===== src/rtl/piso_seq_ctrl.sv =====
// Sequencer for a WIDTH-bit PISO: one-entry holding register on a valid/ready input,
// load/shift strobes, per-bit valid/first/last flags, programmable bit period and inter-word gap.
module piso_seq_ctrl #(
   parameter int WIDTH        = 4,
   parameter int CLKS_PER_BIT = 1,
   parameter int GAP_CYCLES   = 0
) (
   input  logic             clk,
   input  logic             rst_n,
   input  logic             enable,
   input  logic             in_valid,
   output logic             in_ready,
   input  logic [WIDTH-1:0] in_data,
   output logic             piso_load,
   output logic             piso_shift,
   output logic [WIDTH-1:0] piso_data,
   output logic             bit_valid,
   output logic             bit_first,
   output logic             bit_last,
   output logic             busy,
   output logic [15:0]      words_sent
);

   localparam int BW = $clog2(WIDTH);
   localparam int DW = (CLKS_PER_BIT > 1) ? $clog2(CLKS_PER_BIT) : 1;
   localparam int GW = (GAP_CYCLES > 1) ? $clog2(GAP_CYCLES) : 1;
   localparam logic [BW-1:0] BIT_LAST = BW'(WIDTH - 1);
   localparam logic [DW-1:0] DIV_LAST = DW'(CLKS_PER_BIT - 1);
   localparam logic [GW-1:0] GAP_LAST = GW'((GAP_CYCLES > 0) ? GAP_CYCLES - 1 : 0);

   typedef enum logic [1:0] {IDLE, LOAD, SHIFT, GAP} state_t;

   state_t           state_q, state_d;
   logic             hold_full_q, hold_full_d;
   logic [WIDTH-1:0] hold_data_q, hold_data_d;
   logic [WIDTH-1:0] piso_data_q, piso_data_d;
   logic             in_ready_q, in_ready_d;
   logic [BW-1:0]    bit_cnt_q, bit_cnt_d;
   logic [DW-1:0]    div_cnt_q, div_cnt_d;
   logic [GW-1:0]    gap_cnt_q, gap_cnt_d;
   logic [15:0]      words_sent_q, words_sent_d;
   logic             drain;
   logic             accept;

   assign accept = in_valid & in_ready_q;

   always_comb begin
      state_d      = state_q;
      hold_full_d  = hold_full_q;
      hold_data_d  = hold_data_q;
      piso_data_d  = piso_data_q;
      bit_cnt_d    = bit_cnt_q;
      div_cnt_d    = div_cnt_q;
      gap_cnt_d    = gap_cnt_q;
      words_sent_d = words_sent_q;
      piso_load    = 1'b0;
      piso_shift   = 1'b0;
      bit_valid    = 1'b0;
      bit_first    = 1'b0;
      bit_last     = 1'b0;
      drain        = 1'b0;

      unique case (state_q)
         IDLE: begin
            if (hold_full_q && enable) state_d = LOAD;
         end
         LOAD: begin
            piso_load = 1'b1;
            drain     = 1'b1;
            bit_cnt_d = '0;
            div_cnt_d = '0;
            state_d   = SHIFT;
         end
         SHIFT: begin
            bit_valid = 1'b1;
            bit_first = (bit_cnt_q == '0);
            bit_last  = (bit_cnt_q == BIT_LAST);
            if (div_cnt_q == DIV_LAST) begin
               div_cnt_d = '0;
               if (bit_cnt_q == BIT_LAST) begin
                  words_sent_d = words_sent_q + 16'd1;
                  bit_cnt_d    = '0;
                  // Zero-bubble reload replaces the final shift with a load and stays in SHIFT
                  if (GAP_CYCLES == 0 && hold_full_q && enable) begin
                     piso_load = 1'b1;
                     drain     = 1'b1;
                  end else if (GAP_CYCLES > 0) begin
                     gap_cnt_d = '0;
                     state_d   = GAP;
                  end else begin
                     state_d = IDLE;
                  end
               end else begin
                  piso_shift = 1'b1;
                  bit_cnt_d  = bit_cnt_q + BW'(1);
               end
            end else begin
               div_cnt_d = div_cnt_q + DW'(1);
            end
         end
         GAP: begin
            if (gap_cnt_q == GAP_LAST) state_d = (hold_full_q && enable) ? LOAD : IDLE;
            else gap_cnt_d = gap_cnt_q + GW'(1);
         end
         default: state_d = IDLE;
      endcase

      if (drain) begin
         hold_full_d = 1'b0;
         piso_data_d = hold_data_q;
      end else if (accept) begin
         hold_full_d = 1'b1;
         hold_data_d = in_data;
      end
      in_ready_d = ~hold_full_d;
   end

   always_ff @(posedge clk or negedge rst_n) begin
      if (!rst_n) begin
         state_q      <= IDLE;
         hold_full_q  <= 1'b0;
         hold_data_q  <= '0;
         piso_data_q  <= '0;
         in_ready_q   <= 1'b0;
         bit_cnt_q    <= '0;
         div_cnt_q    <= '0;
         gap_cnt_q    <= '0;
         words_sent_q <= '0;
      end else begin
         state_q      <= state_d;
         hold_full_q  <= hold_full_d;
         hold_data_q  <= hold_data_d;
         piso_data_q  <= piso_data_d;
         in_ready_q   <= in_ready_d;
         bit_cnt_q    <= bit_cnt_d;
         div_cnt_q    <= div_cnt_d;
         gap_cnt_q    <= gap_cnt_d;
         words_sent_q <= words_sent_d;
      end
   end

   // The word being loaded is shown during its load clock so the PISO captures it at that edge
   assign piso_data  = piso_load ? hold_data_q : piso_data_q;
   assign in_ready   = in_ready_q;
   assign busy       = (state_q != IDLE) | hold_full_q;
   assign words_sent = words_sent_q;

endmodule


===== config.mk =====
export PLATFORM = sky130hd
export DESIGN_NAME = piso_seq_ctrl
export DESIGN_NICKNAME = d
export VERILOG_FILES = /design/src/rtl/piso_seq_ctrl.sv
export SDC_FILE = /design/constraint.sdc
export NUM_CORES = 1
export LEC_CHECK = 0
export CAP_MARGIN = 30
export CELL_PAD_IN_SITES_DETAIL_PLACEMENT = 1
export CELL_PAD_IN_SITES_GLOBAL_PLACEMENT = 1
export CORE_MARGIN = 3
export CORE_UTILIZATION = 40
export CTS_CLUSTER_DIAMETER = 50
export DETAILED_ROUTE_END_ITERATION = 10
export HOLD_SLACK_MARGIN = 0.05
export PLACE_DENSITY = 0.86
export RECOVER_POWER = 25
export SLEW_MARGIN = 40
export SYNTH_ARGS = -nofsm -noshare
export SYNTH_HDL_FRONTEND = slang
export SYNTH_SLANG_ARGS = --single-unit

===== constraint.sdc =====
create_clock -name clk -period 5.8 [get_ports clk]
set_clock_uncertainty 0.1 [all_clocks]
set_input_delay 0.87 -clock clk [delete_from_list [all_inputs] [get_ports clk]]
set_output_delay 0.87 -clock clk [all_outputs]
set_load 0.02 [all_outputs]

==> out/qor.csv, run 1 <==
metric,value,unit
outcome,"complete, but fails checks",
violations,"max-capacitance violations, max-slew violations",
ys_ff_latch,30,
place_inst,200,
insertion_delay,330,ps
path_max_fanout,7,
p_sw_frac,0.369,
vias,1026,
ys_top_cells_by_area,"dfrtp_1, ha_1, xnor2_1",
drc,0,
vias_per_cell,4.93,
post_cts_buffers,0,
boundaryPins,35,
combinationalPowerShare,0.421,
min_period,3670,ps
dp_hpwl,2330,um
cts_resized,0,
crit_type,in2out,
drive_above_1_share,0.0915,
grt_max_degree,31,
synth_cell_types,24,
nFillCells,369,
finalSetupTns,0,ps
r2r_setup_slack,3690,ps
critPathRequiredTime,4830,ps
ir_drop,226,uV
synth_fp_nets,140,
intPower,0.458,mW
rsz0062_at_grt,false,
start_util,0.433,
grt_remaining_overflow,0,
setup_viol,0,
synth_top_cell_area_share,0.545,
cp-start-kind,input pin,
holdPathStages,1,
cap_violations,1,
diodes,0,
final_util,0.574,
hold_end,words_sent[15],
num_rows,20,
htreeDepth,2,
syn_inst,123,
first_global_vias,1116,
clk_pin_slew_worst_paths,100,ps
cts_tree,built,
r2r-start,state_q[0],
syn_area_per_cell,11.2,um2
antenna_found_initial,0,
p_seq_frac,0.396,
drt_iter0_markers,46,
ff2ff_path_depth,6,
final-hold-violation-count,0,
dieArea,0.00418,mm2
synth_area,0.00138,mm2
core_area,0.00318,mm2
die_w,64.7,um
cts_made_buffers,5,
clkSinkCount,30,
worstHoldPathType,reg2reg,
p_total,0.725,mW
area_growth_syn_to_layout,32.5,%
io_buffers,34,
clkPwrFrac,0.183,
fmax,272,MHz
finalWirelength,2960,um
synth_top_cell_by_area,dfrtp_1,
clock-root-buffer,clkbuf_4,
grt_pass1_wl,5290,um
finalCritPeriodShare,0.634,
hold_path_startpoint,words_sent[15],
p_sw,0.268,mW
floorplan.die.height,64.7,um
postCtsHoldBufs,0,
worst_slew_pin_slew,1600,ps
p_leak,0.828,nW
arrival,2700,ps
setup.worst_path.end_class,output pin,
ys_seq_area_frac,0.545,
yosys_warnings,0,
max_slew_margin,-0.0680,
regToRegEndpoint,hold_data_q[3],
slew_viol_final,31,
power.density,397,mW/mm2
final_cells,208,
cts_max_path_buffers,2,
track_usage,0.168,
gp_congestion,0.796,
dr.pass1.iters,2,
wl_per_cell,14.2,um
fin_nets,180,
postRouteAntennaNets,0,
==> sequential cells by signal, summed over array words and instances (netlist names) <==
register / cells
piso_data_q: 4
hold_full_q: 1
words_sent: 16
bit_cnt_q: 2
hold_data_q: 4
in_ready: 1
state_q: 2
==> cells in the mapped netlist <==
library cell,instances
and2_1,3
nor4_1,1
nor3_1,1
a41oi_1,1
nand2b_1,2
and4_1,1
nand3_1,7
o21ai_0,3
dfrtp_1,30
ha_1,9
and3_1,2
mux2i_1,1
a31oi_1,1
a22oi_1,1
nor2b_1,1
and2_4,1
buf_4,2
nor2_1,3
nand4_1,3
nand2_1,22
xnor2_1,12
mux2_2,6
inv_1,7
xor2_1,3
==> how the worst max path moves through the flow <==
stage	start	endpoint	slack [ps]
2_1_floorplan	state_q[0]	piso_data[0]	3110
4_1_cts	enable	piso_data[2]	2110
3_5_place_dp	enable	piso_data[2]	2110
3_3_place_gp	enable	piso_data[2]	2230
6_report	enable	piso_data[2]	2130
5_1_grt	enable	piso_data[2]	1970
==> power groups by stage <==
stage                     Clock, mW  Sequential [mW]  Combinational, mW
after floorplan                   0            0.289              0.179
after global placement            0            0.289              0.295
after detailed placement          0            0.290              0.313
after CTS                     0.139            0.288              0.312
after global routing          0.150            0.294              0.339
final                         0.133            0.287              0.306
==> per-stage QoR <==
stage	hold WS, ps	setup slack [ps]	instance area [um2]
after floorplan	380	3110	1380
after global placement	359	2230	1770
after detailed placement	366	2110	1770
after CTS	381	2110	1830
after global routing	387	1970	1830
final	371	2130	1830
==> worst max-delay path, cell delays in order <==
cell             delay (ps)
clkdlybuf4s50_1         500
a41oi_1                 100
nand2b_1                260
inv_1                   200
nand2_1                  90
nand2_1                  80
clkdlybuf4s50_1         600
==> cells in the final DEF, fill, tap and decap left out, types with 2 or more instances in the layout <==
cell,count
xnor2_1,12
xor2_1,3
o21ai_0,3
nand3_1,7
clkbuf_4,5
and2_1,3
nand2_1,22
mux2_2,6
nand2b_1,2
dfrtp_1,30
inv_1,7
ha_1,9
nand4_1,3
clkdlybuf4s50_1,33
nor2_1,3
and3_1,2
==> layer usage <==
| metal | global-route usage | up-vias | part of all wire |
|---|---|---|---|
| li1 | - | 485 | - |
| met1 | 0.188 | 513 | 0.41 |
| met2 | 0.290 | 22 | 0.53 |
| met3 | 0.0607 | 6 | 0.048 |
| met4 | 0.0686 | 0 | 0.017 |
| met5 | 0 | - | 0 |
==> final cells by class <==
cell class | instances | area (um2) | share of cell area
Tap cell | 44 | 55.1 | 0.0302
Clock buffer | 6 | 51.3 | 0.0281
Inverter | 7 | 26.3 | 0.0144
Sequential cell | 30 | 751 | 0.411
Clock inverter | 2 | 12.5 | 0.00685
Multi-Input combinational cell | 84 | 586 | 0.321
Timing Repair Buffer | 35 | 344 | 0.188
==> logic make-up (layout without fill, tap and decap cells) <==
family / count (synthesis) / in the layout / synth area share
mux: 7 / 7 / 0.0563
flops: 30 / 30 / 0.545
simple gates: 47 / 47 / 0.164
fa+ha+maj: 9 / 9 / 0.0817
compound gates: 6 / 6 / 0.0273
xor+xnor: 15 / 15 / 0.0954
buf+inv: 9 / 50 / 0.0300
Power figures use the tool's default switching activity.
==> run 2: changes to the inputs <==
--- a/config.mk
+++ b/config.mk
@@ -9,11 +9,11 @@
 export CELL_PAD_IN_SITES_DETAIL_PLACEMENT = 1
 export CELL_PAD_IN_SITES_GLOBAL_PLACEMENT = 1
 export CORE_MARGIN = 3
-export CORE_UTILIZATION = 40
+export CORE_UTILIZATION = 37
 export CTS_CLUSTER_DIAMETER = 50
 export DETAILED_ROUTE_END_ITERATION = 10
 export HOLD_SLACK_MARGIN = 0.05
-export PLACE_DENSITY = 0.86
+export PLACE_DENSITY = 0.81
 export RECOVER_POWER = 25
 export SLEW_MARGIN = 40
 export SYNTH_ARGS = -nofsm -noshare
==> constraint.sdc (replaced) <==
create_clock -name clk -period 3.82 [get_ports clk]
set_clock_uncertainty 0.1 [all_clocks]
set_input_delay 0.573 -clock clk [delete_from_list [all_inputs] [get_ports clk]]
set_output_delay 0.573 -clock clk [all_outputs]
set_load 0.02 [all_outputs]
==> out/qor.csv, run 2 (synthesis results as in run 1) <==
metric,value,unit,change
finalWirelength,3180,um,+7.3%
final-hold-violation-count,0,,unchanged
fin_area,0.00184,mm2,+0.96%
path_max_fanout,8,,+1
vias_per_cell,4.94,,+0.20%
hold_end,words_sent[15],,
placed_cell_area,0.00177,mm2,+0.14%
min_period,3220,ps,
floorplan.die.height,67.0,um,+3.6%
fmax,310,MHz,
clkSinkCount,30,,unchanged
antenna_found_initial,0,,unchanged
drc,0,,unchanged
area_growth_syn_to_layout,33.8,%,
dieArea,0.00449,mm2,+7.3%
dr.pass1.iters,4,,+2
slew_viol_final,31,,unchanged
ir_drop,275,uV,+22%
p_sw,0.413,mW,+54%
grt_pass1_wl,5440,um,+3.0%
worst_slew_pin_slew,1580,ps,-23.6 ps
postCtsHoldBufs,0,,unchanged
multi_input_area,586,um2,unchanged
p_sw_frac,0.361,,-0.00787
die_w,67.0,um,+3.6%
io_buffers,34,,unchanged
track_usage,0.165,,-0.00338
power.density,620,mW/mm2,+56%
largest_register_ffs,16,,unchanged
htreeDepth,2,,unchanged
holdPathStages,1,,unchanged
gp_congestion,0.747,,-6.1%
postRouteAntennaNets,0,,unchanged
nFillCells,391,,+6.0%
drt_iter0_markers,35,,-24%
crit_type,reg2out,,
finalCritPeriodShare,0.844,,
ff2ff_path_depth,6,,unchanged
clk_pin_slew_worst_paths,60,ps,-40 ps
cap_violations,1,,unchanged
regToRegEndpoint,words_sent[13],,
insertion_delay,270,ps,-60 ps
rsz0062_at_grt,false,,
boundaryPins,35,,unchanged
setup_viol,0,,unchanged
hold_path_startpoint,words_sent[15],,
cts_max_path_buffers,2,,unchanged
critPathRequiredTime,3150,ps,-1680 ps
start_util,0.397,,-0.0363
clock-root-buffer,clkbuf_8,,
diodes,0,,unchanged
first_global_vias,1130,,+1.3%
arrival,2550,ps,-150 ps
core_area,0.00347,mm2,+9.1%
intPower,0.730,mW,+59%
final_common_cell,clkdlybuf4s50_1,,
worstHoldPathType,reg2reg,,
wl_per_cell,15.2,um,+6.8%
cp-start-kind,flip-flop,,
mostFrequentLayoutCells,"clkdlybuf4s50_1, dfrtp_1, nand2_1",,
vias,1033,,+0.68%
grt_remaining_overflow,0,,unchanged
outcome,"complete, but fails checks",,
cts_tree,built,,
r2r-start,state_q[0],,
seqCellArea,751,um2,unchanged
num_rows,21,,+5.0%
max_slew_margin,-0.0523,,+0.0157
r2r_setup_slack,1660,ps,-2030 ps
p_seq_frac,0.383,,-0.013
finalSetupTns,0,ps,unchanged
p_leak,0.837,nW,+1.2%
clkPwrFrac,0.203,,+0.020
post_cts_buffers,0,,unchanged
cts_resized,0,,unchanged
fin_nets,180,,unchanged
setup.worst_path.end_class,output pin,,
drive_above_1_share,0.0859,,-0.00557
cts_made_buffers,5,,unchanged
dp_hpwl,2440,um,+4.6%
violations,"max-capacitance violations, max-slew violations",,
grt_max_degree,31,,unchanged
combinationalPowerShare,0.413,,-0.008
[run 2: through the flow]
stage	setup WS [ps]	hold WS, ps	power, mW	utilization	instances
2_1_floorplan	1420	177	0.710	-	123
4_1_cts	568	383	1.16	0.532	209
5_1_grt	369	407	1.23	0.531	209
3_3_place_gp	828	360	0.886	0.510	202
3_5_place_dp	726	368	0.924	0.510	202
6_report	598	375	1.14	0.531	209
[run 2: metal layers]
| layer | vias up | track usage | routed length [um] | share of wire |
|---|---|---|---|---|
| li1 | 482 | - | - | - |
| met5 | - | 0 | 0 | 0 |
| met1 | 522 | 0.196 | 1290 | 0.41 |
| met2 | 25 | 0.285 | 1700 | 0.54 |
| met3 | 4 | 0.0455 | 150 | 0.047 |
| met4 | 0 | 0.0532 | 27 | 0.0085 |
[run 2: worst max-delay path by stage]
stage | from | end | slack [ps] | cells after the start
after floorplan | state_q[0] | piso_data[0] | 1420 | 7
after global routing | state_q[0] | piso_data[2] | 370 | 8
after detailed placement | enable | piso_data[2] | 730 | 7
final | state_q[0] | piso_data[2] | 600 | 8
after CTS | state_q[0] | piso_data[2] | 570 | 8
after global placement | enable | piso_data[0] | 830 | 7
[run 2: power groups by stage]
stage	registers [mW]	logic (mW)	clock network [mW]
after global placement	0.439	0.446	0
after CTS	0.439	0.483	0.239
after floorplan	0.439	0.271	0
after detailed placement	0.444	0.480	0
final	0.438	0.472	0.232
after global routing	0.446	0.526	0.256
[run 2: cell type report]
class / instances / share of cell area
Multi-Input combinational cell: 84 / 0.318
Clock inverter: 2 / 0.00543
Clock buffer: 5 / 0.0373
Inverter: 7 / 0.0143
Timing Repair Buffer: 35 / 0.187
Sequential cell: 30 / 0.407
Tap cell: 46 / 0.0312
[run 2: critical path, cell delays in order (launching register included)]
cell and delay [ps]:
dfrtp_1 430, inv_1 150, ha_1 330, a41oi_1 150, nand2b_1 270, inv_1 180
nand2_1 70, nand2_1 80, clkdlybuf4s50_1 610
